**config.mk**
```make
export PLATFORM = sky130hd
export DESIGN_NAME = hazard_ctrl
export DESIGN_NICKNAME = d
export VERILOG_FILES = /design/src/rtl/hazard_pkg.sv /design/src/rtl/hazard_scoreboard.sv /design/src/rtl/hazard_ctrl.sv
export SDC_FILE = /design/constraint.sdc
export NUM_CORES = 1
export LEC_CHECK = 0
export CORE_MARGIN = 4
export CORE_UTILIZATION = 35
export CTS_CLUSTER_SIZE = 10
export DETAILED_ROUTE_END_ITERATION = 12
export PLACE_DENSITY = 0.8
export SLEW_MARGIN = 15
export SYNTH_ARGS = -nofsm -noshare
export SYNTH_HDL_FRONTEND = slang
export SYNTH_SLANG_ARGS = --single-unit
```
**constraint.sdc**
```tcl
create_clock -name clk -period 1.4 [get_ports clk]
set_input_delay 0.21 -clock clk [delete_from_list [all_inputs] [get_ports clk]]
set_output_delay 0.21 -clock clk [all_outputs]
set_load 0.01 [all_outputs]
```
**src/rtl/hazard_pkg.sv**
```systemverilog
// hazard_pkg
// Shared types and helpers for the LEGv8 pipeline hazard controller.
//   fwd_sel_t   : operand source select (regfile / EX ALU result / MEM result)
//   sb_entry_t  : one scoreboard entry {valid, regwrite, rd, load, setflag}
//   XZR_IDX     : zero-register index, never a hazard source
//   is_producer : true when an entry will write a given (non-XZR) register
package hazard_pkg;

  localparam int REG_W_P = 5;
  localparam int unsigned XZR_IDX = 31;

  typedef enum logic [1:0] {
    FWD_RF  = 2'b00,
    FWD_EX  = 2'b01,
    FWD_MEM = 2'b10
  } fwd_sel_t;

  typedef struct packed {
    logic               valid;
    logic               regwrite;
    logic [REG_W_P-1:0] rd;
    logic               load;
    logic               setflag;
  } sb_entry_t;

  localparam int SB_W = $bits(sb_entry_t);

  function automatic logic is_producer(
    input logic               vld,
    input logic               rw,
    input logic [REG_W_P-1:0] rd,
    input logic [REG_W_P-1:0] r,
    input logic [REG_W_P-1:0] xzr
  );
    return vld & rw & (rd == r) & (r != xzr);
  endfunction

endpackage

```
**src/rtl/hazard_scoreboard.sv**
```systemverilog
// hazard_scoreboard
// Three-entry shift register tracking the destinations of instructions in
// EX, MEM and WB. The EX entry captures the RF instruction, or a bubble
// (invalid entry) whenever the RF instruction is being stalled.
// Ports:
//   clk, reset       : clock, synchronous active-high reset (clears valids)
//   i_stall          : RF instruction held this cycle, insert a bubble
//   i_rf_valid       : RF holds a real instruction
//   i_rf_regwrite    : RF instruction writes i_rf_rd
//   i_rf_rd          : RF destination register
//   i_rf_load        : RF instruction is a load
//   i_rf_setflag     : RF instruction sets flags
//   o_ex/o_mem/o_wb  : packed sb_entry_t for each downstream stage
module hazard_scoreboard
  import hazard_pkg::*;
(
  input  logic               clk,
  input  logic               reset,
  input  logic               i_stall,
  input  logic               i_rf_valid,
  input  logic               i_rf_regwrite,
  input  logic [REG_W_P-1:0] i_rf_rd,
  input  logic               i_rf_load,
  input  logic               i_rf_setflag,
  output logic [SB_W-1:0]    o_ex,
  output logic [SB_W-1:0]    o_mem,
  output logic [SB_W-1:0]    o_wb
);

  // Valid bits are control and get reset; the payload fields are not.
  logic              r_vld_p0, r_vld_p1, r_vld_p2;
  logic [SB_W-2:0]   r_dat_p0, r_dat_p1, r_dat_p2;

  // EX capture (p0) -> MEM (p1) -> WB (p2)
  always_ff @(posedge clk) begin
    if (reset) begin
      r_vld_p0 <= 1'b0;
      r_vld_p1 <= 1'b0;
      r_vld_p2 <= 1'b0;
    end else begin
      r_vld_p0 <= i_rf_valid & ~i_stall;
      r_vld_p1 <= r_vld_p0;
      r_vld_p2 <= r_vld_p1;
    end
  end

  always_ff @(posedge clk) begin
    r_dat_p0 <= {i_rf_regwrite, i_rf_rd, i_rf_load, i_rf_setflag};
    r_dat_p1 <= r_dat_p0;
    r_dat_p2 <= r_dat_p1;
  end

  assign o_ex  = {r_vld_p0, r_dat_p0};
  assign o_mem = {r_vld_p1, r_dat_p1};
  assign o_wb  = {r_vld_p2, r_dat_p2};

endmodule

```
**src/rtl/hazard_ctrl.sv**
```systemverilog
// hazard_ctrl
// Hazard controller for the five-stage LEGv8 pipeline. Compares the RF
// instruction's register/flag reads against the scoreboarded EX/MEM
// destinations and drives forwarding selects plus stall/bubble.
// Build option: HAZ_FWD_EN -- when defined, operands and flags are forwarded
// and only load-use stalls; when undefined, all selects are 0 and any EX/MEM
// dependency stalls until the producer has left MEM.
// Ports:
//   clk, reset        : clock, synchronous active-high reset
//   rf_valid          : RF stage holds a real instruction
//   rf_ra, rf_rb      : read addresses; rf_use_a/rf_use_b qualify them
//   rf_use_flags      : B.cond in RF
//   rf_regwrite/rf_rd : RF destination
//   rf_load           : RF instruction is LDUR/LDURB
//   rf_setflag        : RF instruction sets flags
//   stall             : hold PC and IF2RF
//   bubble            : load NOP into RF2EX (always equals stall)
//   fwd_a, fwd_b      : 00 regfile, 01 EX ALU result, 10 MEM result
//   fwd_flags         : 1 = live EX flags, 0 = flag register
module hazard_ctrl
  import hazard_pkg::*;
#(
  parameter int          REG_W = 5,
  parameter int unsigned XZR   = XZR_IDX
) (
  input  logic             clk,
  input  logic             reset,
  input  logic             rf_valid,
  input  logic [REG_W-1:0] rf_ra,
  input  logic [REG_W-1:0] rf_rb,
  input  logic             rf_use_a,
  input  logic             rf_use_b,
  input  logic             rf_use_flags,
  input  logic             rf_regwrite,
  input  logic [REG_W-1:0] rf_rd,
  input  logic             rf_load,
  input  logic             rf_setflag,
  output logic             stall,
  output logic             bubble,
  output logic [1:0]       fwd_a,
  output logic [1:0]       fwd_b,
  output logic             fwd_flags
);

  localparam logic [REG_W-1:0] XZR_R = REG_W'(XZR);

  sb_entry_t       w_ex, w_mem;
  logic [SB_W-1:0] w_wb;
  logic            w_stall;
  fwd_sel_t        w_fwd_a, w_fwd_b;
  logic            w_fwd_flags;
  logic            w_a_ex, w_a_mem, w_b_ex, w_b_mem;
  logic            w_unused;

  hazard_scoreboard u_sb (
    .clk           (clk),
    .reset         (reset),
    .i_stall       (w_stall),
    .i_rf_valid    (rf_valid),
    .i_rf_regwrite (rf_regwrite),
    .i_rf_rd       (rf_rd),
    .i_rf_load     (rf_load),
    .i_rf_setflag  (rf_setflag),
    .o_ex          (w_ex),
    .o_mem         (w_mem),
    .o_wb          (w_wb)
  );

  always_comb begin
    w_a_ex  = rf_use_a & is_producer(w_ex.valid,  w_ex.regwrite,  w_ex.rd,  rf_ra, XZR_R);
    w_a_mem = rf_use_a & is_producer(w_mem.valid, w_mem.regwrite, w_mem.rd, rf_ra, XZR_R);
    w_b_ex  = rf_use_b & is_producer(w_ex.valid,  w_ex.regwrite,  w_ex.rd,  rf_rb, XZR_R);
    w_b_mem = rf_use_b & is_producer(w_mem.valid, w_mem.regwrite, w_mem.rd, rf_rb, XZR_R);
  end

`ifdef HAZ_FWD_EN
  always_comb begin
    w_stall     = 1'b0;
    w_fwd_a     = FWD_RF;
    w_fwd_b     = FWD_RF;
    w_fwd_flags = 1'b0;
    if (rf_valid) begin
      // Load data only exists at the end of MEM: one bubble, then MEM forward.
      w_stall = (w_a_ex | w_b_ex) & w_ex.load;
      if (w_a_ex && !w_ex.load) w_fwd_a = FWD_EX;
      else if (w_a_mem)         w_fwd_a = FWD_MEM;
      if (w_b_ex && !w_ex.load) w_fwd_b = FWD_EX;
      else if (w_b_mem)         w_fwd_b = FWD_MEM;
      // An older setter in MEM has already updated the flag register.
      w_fwd_flags = rf_use_flags & w_ex.valid & w_ex.setflag;
    end
  end
  // WB is retired (regfile writes on negedge); MEM load/setflag need no action.
  assign w_unused = ^{w_mem.load, w_mem.setflag, w_wb};
`else
  always_comb begin
    w_stall     = 1'b0;
    w_fwd_a     = FWD_RF;
    w_fwd_b     = FWD_RF;
    w_fwd_flags = 1'b0;
    if (rf_valid) begin
      w_stall = w_a_ex | w_a_mem | w_b_ex | w_b_mem |
                (rf_use_flags & ((w_ex.valid & w_ex.setflag) |
                                 (w_mem.valid & w_mem.setflag)));
    end
  end
  // Without forwarding the load distinction is irrelevant; WB is retired.
  assign w_unused = ^{w_ex.load, w_mem.load, w_wb};
`endif

  assign stall     = w_stall;
  assign bubble    = w_stall;
  assign fwd_a     = w_fwd_a;
  assign fwd_b     = w_fwd_b;
  assign fwd_flags = w_fwd_flags;

endmodule

```
# ---- Word level (Yosys, flattened, before mapping)
# Cells that the tools add are included.
dict set report word_totals {
  register_bits 18
  in_bits 24
  out_inout_bits 7
}
dict set report op_classes {
  eq_ne 6
  mux 1
  bitwise_logic 24
}
# operator n
set op_table {}
lappend op_table {{5-bit equality test} 4}
lappend op_table {{1-bit AND} 18}
lappend op_table {{5-bit inequality test (second input constant)} 2}
lappend op_table {{1-bit OR} 5}
lappend op_table {{1-bit 2-to-1 mux} 1}
lappend op_table {{1-bit inverter} 1}

# ---- Depth between registers and ports, before layout
dict set report logic_depth {
  ltp_word 11
  ltp_mapped 6
}

# ---- By module
# Synthesis repeated with hierarchy kept, for this count alone.
dict set report unflattened {
  cells_unflattened 80
  hier_area_um2 927.1
}
# module cells_each area_each_um2 instances
set by_module_without_submodules {}
lappend by_module_without_submodules {hazard_scoreboard 33 588.1 1}
lappend by_module_without_submodules {hazard_ctrl 47 339.1 1}

# ---- Worst setup path before layout
# Ideal clock, no wire load.
dict set report synth_path {
  path_kind {register -> output}
  from {register u_sb.r_dat_p1[6]}
  to {output port stall}
  arrival_ps 1310
  path_stages_with_launch 7
  path_slack_ps -120
  required_ps 1190
  path_buffers 1
  cell_sequence {dfxtp_1 xor2_1 nor4_1 nand4_1 a21oi_1 o31a_2 buf_4}
}
dict set report synth_via {
  elab_chain_len 9
  elab_cells_between_ends 13
  cone_classes {eq/ne: 2; mux: 1; bitwise: 10}
}
# item line_no
set synth_lines {}
lappend synth_lines {{from (decl)} hazard_scoreboard.sv:32} ;# logic [SB_W-2:0] r_dat_p0, r_dat_p1, r_dat_p2;
lappend synth_lines {{from (signal assigned)} hazard_scoreboard.sv:49} ;# r_dat_p1 <= r_dat_p0;
lappend synth_lines {{5-bit equality test} hazard_pkg.sv:35} ;# return vld & rw & (rd == r) & (r != xzr);
lappend synth_lines {{1-bit AND (2 in series)} hazard_pkg.sv:35}
lappend synth_lines {{1-bit AND} hazard_ctrl.sv:71} ;# w_a_mem = rf_use_a & is_producer(w_mem.valid, w_mem.regwrite, w_mem.rd, rf_ra, XZR_R);
lappend synth_lines {{1-bit OR (2 in series)} hazard_ctrl.sv:102} ;# w_stall = w_a_ex | w_a_mem | w_b_ex | w_b_mem |
lappend synth_lines {{1-bit OR (*) (2 in series)} hazard_ctrl.sv:102}
lappend synth_lines {{1-bit 2-to-1 mux (*)} hazard_ctrl.sv:101} ;# if (rf_valid) begin
lappend synth_lines {{to (decl)} hazard_ctrl.sv:38} ;# output logic stall,
# Mark *: on every way between the ends. The rest lies on a longest branch, timed or not.

# ---- Worst setup path after layout
dict set report layout_path {
  from {register u_sb.r_dat_p1[2]}
  to {output port bubble}
}
dict set report layout_via {
  elab_chain_len 9
  elab_cells_between_ends 13
  cone_classes {eq/ne: 2; mux: 1; bitwise: 10}
}
# item line_no
set layout_lines {}
lappend layout_lines {{5-bit equality test} hazard_pkg.sv:35}
lappend layout_lines {{1-bit AND (2 in series)} hazard_pkg.sv:35}
lappend layout_lines {{1-bit AND} hazard_ctrl.sv:71}
lappend layout_lines {{1-bit OR (2 in series)} hazard_ctrl.sv:102}
lappend layout_lines {{1-bit OR (*) (2 in series)} hazard_ctrl.sv:102}
lappend layout_lines {{1-bit 2-to-1 mux (*)} hazard_ctrl.sv:101}
lappend layout_lines {{to (decl)} hazard_ctrl.sv:39} ;# output logic bubble,
# Marks and branches as above.

==> metrics.txt <==
share of the synthesized area in the top cell type 0.475; Yosys cell types 15; post-layout power 0.967 mW; capturing point of the worst reg2reg path u_sb.r_vld_p0; clock tree buffer depth 2; critical path startpoint category register; Routed Antenna Nets 0; Fin. Hold Viols 0; CTS clock-pin slew for the worst setup and hold paths 0.10 ns; simple-gate share of the synthesized area 0.137; Routed met2 length 884 µm; worst-case reg-to-reg path depth 6; crit path max fanout 2; CTS root buf clkbuf_4; post-synthesis adder-cell area fraction 0; DR top layer met3; initial core utilization 0.378; drt total wl 1650 µm; met3 WL 139 µm; global-route wire length before repair 2260 µm; met1 wire length 621 µm; status finished with violations; share of layout cells above drive strength 1 0.265; WP data required 1.19 ns; Leak 0.450 nW; drt first pass iters 4; final-layout fill cell count 157; Vias/cell 4.58; Setup CP Type reg -> out; fin area 0.00103 mm²; number of buffers created by CTS 3; slowest cell on the critical path nor4_1; Synth area leader dfxtp_1; crit-path max cell delay 0.37 ns; VDD IR max 0.736 mV; RSZ-0062 raised after global routing true; later-pin clock latency in the skew report 0.29 ns; Max Fclk 507 MHz; main combinational cell family by area after synthesis XOR/XNOR gates; WL per Instance 13.4 µm; Tmin final 1.97 ns; Final Cycle Share 1.41; Pwr Density 935 mW/mm²; antenna violations before repair 0; register area share after synthesis 0.475; hold_sp rf_rd[1]; GRT Residual Overflow 0; area of the die 0.00269 mm²; vias in the first global route 522; Synth Area in Compound Gates 0.0557; Worst setup EP type primary output; ANT cells 0; failing checks negative setup slack; Iter 0 DRT Violations 1; worst path cell trace xor2_1, nor4_1, nand4_1, a21oi_2, o31a_2, buf_2; largest net degree at the start of global routing 10; hold_buf cts 0; CP arrival 1.76 ns; DP HPWL 1220 µm; syn_area_per_cell 10.4 µm²; IO buf count 24; Worst R2R Setup Slack 0.01 ns; hold endpoint u_sb.r_dat_p0[3]; DR DRC count 0; via count 563; placed inst area 965 µm²; dpl cells 118; Die X 51.9 µm; chip height 51.9 µm; xor-xnor portion of the synthesized cell area 0.260; hold path cells 1; Syn. warnings 0; Slew Viols, Final 0; Setup WS post-layout -0.573 ns; non-filler cells, final 123; Register Area 329 µm²; Final setup viols 2; IO Pins 31; final core area utilization 0.580; final hold slack 0.346 ns; floorplan row count 15; Core Footprint 0.00178 mm²; mux share of post-synthesis cell area 0; Area Growth Syn to Fin 53.4%; Max-Cap Viols 0; Seq cells post-synth 16; Synth area leaders dfxtp_1, xor2_1, buf_4, xnor2_1, nor4_1; total global routing track utilization 0.117; reg2reg start u_sb.r_dat_p1[3]; CTS tree yes; fin nets 123; GP Congestion 0.861; multi-input gate area in the final layout 350 µm²; clock skew 0.0134 ns; Mapped Cells 65; worst hold path type in -> reg; Mapped Area 674 µm²; Max H-tree Level 1; # clock sinks 16
==> stage by stage <==
step / setup TNS [ns] / setup WS, ns
2_1_floorplan: -0.0797 / -0.0797
3_3_place_gp: -2.27 / -0.995
3_5_place_dp: -2.39 / -1.03
4_1_cts: -1.16 / -0.581
5_1_grt: -1.53 / -0.721
6_report: -1.15 / -0.573
==> repair_timing <==
| item | CTS | global route |
|---|---|---|
| gates resized for setup | 15 | 10 |
| setup buffers | 0 | 1 |
| pin swaps | 5 | 10 |
| setup endpoints to repair | 3 | 3 |
==> cell usage in the layout, fill, tap and decap left out, types with 3 or more instances in the layout <==
master,synthesis,routed
clkdlybuf4s50_1,0,14
xor2_1,16,16
dfxtp_2,0,7
clkbuf_4,0,3
conb_1,1,5
dfxtp_1,16,9
dlygate4sd2_1,0,4
buf_4,6,7
dlymetal6s2s_1,0,4
xnor2_1,4,4
nor4_2,0,3
nand4_1,4,4
==> area by class of cell <==
| type | instances | area share |
|---|---|---|
| timing repair buffer | 31 | 0.278 |
| multi-input combinational | 47 | 0.339 |
| sequential | 16 | 0.318 |
| tap | 25 | 0.0302 |
| clock buffer | 4 | 0.0351 |
==> registers in the layout, summed over array words and instances, names as in the netlist <==
name	cells
u_sb.r_dat_p0	7
u_sb.r_vld_p1	1
u_sb.r_dat_p1	7
u_sb.r_vld_p0	1
==> kinds of logic after synthesis <==
group | after synthesis
XOR/XNOR | 20
other | 1
AO/OA/AOI/OAI | 6
flip-flops | 16
buffers and inverters | 6
AND/OR/NAND/NOR | 16
==> worst max path at each step <==
stage / start / endpoint / slack [ns] / depth (start not counted)
6_report: u_sb.r_dat_p1[2] / bubble / -0.57 / 6
5_1_grt: u_sb.r_dat_p1[2] / bubble / -0.72 / 6
4_1_cts: u_sb.r_dat_p1[3] / bubble / -0.58 / 6
3_5_place_dp: rf_rb[4] / bubble / -1.03 / 7
3_3_place_gp: rf_ra[1] / bubble / -1.0 / 7
2_1_floorplan: u_sb.r_dat_p1[3] / stall / -0.08 / 6
==> routing by layer <==
metal	vias up	track usage
met5	-	0
met4	0	0.0218
met3	0	0.0659
met2	21	0.195
met1	264	0.129
li1	278	-
==> power breakdown <==
part / total, mW / switching (mW) / internal, mW
logic: 0.161 / 0.0658 / 0.0955
registers: 0.505 / 0.0226 / 0.482
clock network: 0.301 / 0.143 / 0.158
total: 0.967 / 0.231 / 0.736
==> Yosys cell counts <==
cell / count
nor4_1: 5
nor2b_1: 2
o31a_2: 1
conb_1: 1
buf_4: 6
nand4_1: 4
o21ai_0: 2
a21oi_1: 2
dfxtp_1: 16
a22oi_1: 1
nand2b_1: 1
xor2_1: 16
xnor2_1: 4
nand2_1: 2
nand3_1: 2
==> critical path: cells and delay by family (launching register included) <==
| family | cells | cell delay, ns |
|---|---|---|
| AOI/OAI and AO/OA | 2 | 0.32 |
| xor gates and xnor gates | 1 | 0.15 |
| DFF | 1 | 0.34 |
| and+or+nand+nor | 2 | 0.53 |
| buffers and inverters | 1 | 0.12 |
No activity file was read; power rests on OpenSTA's default activity.
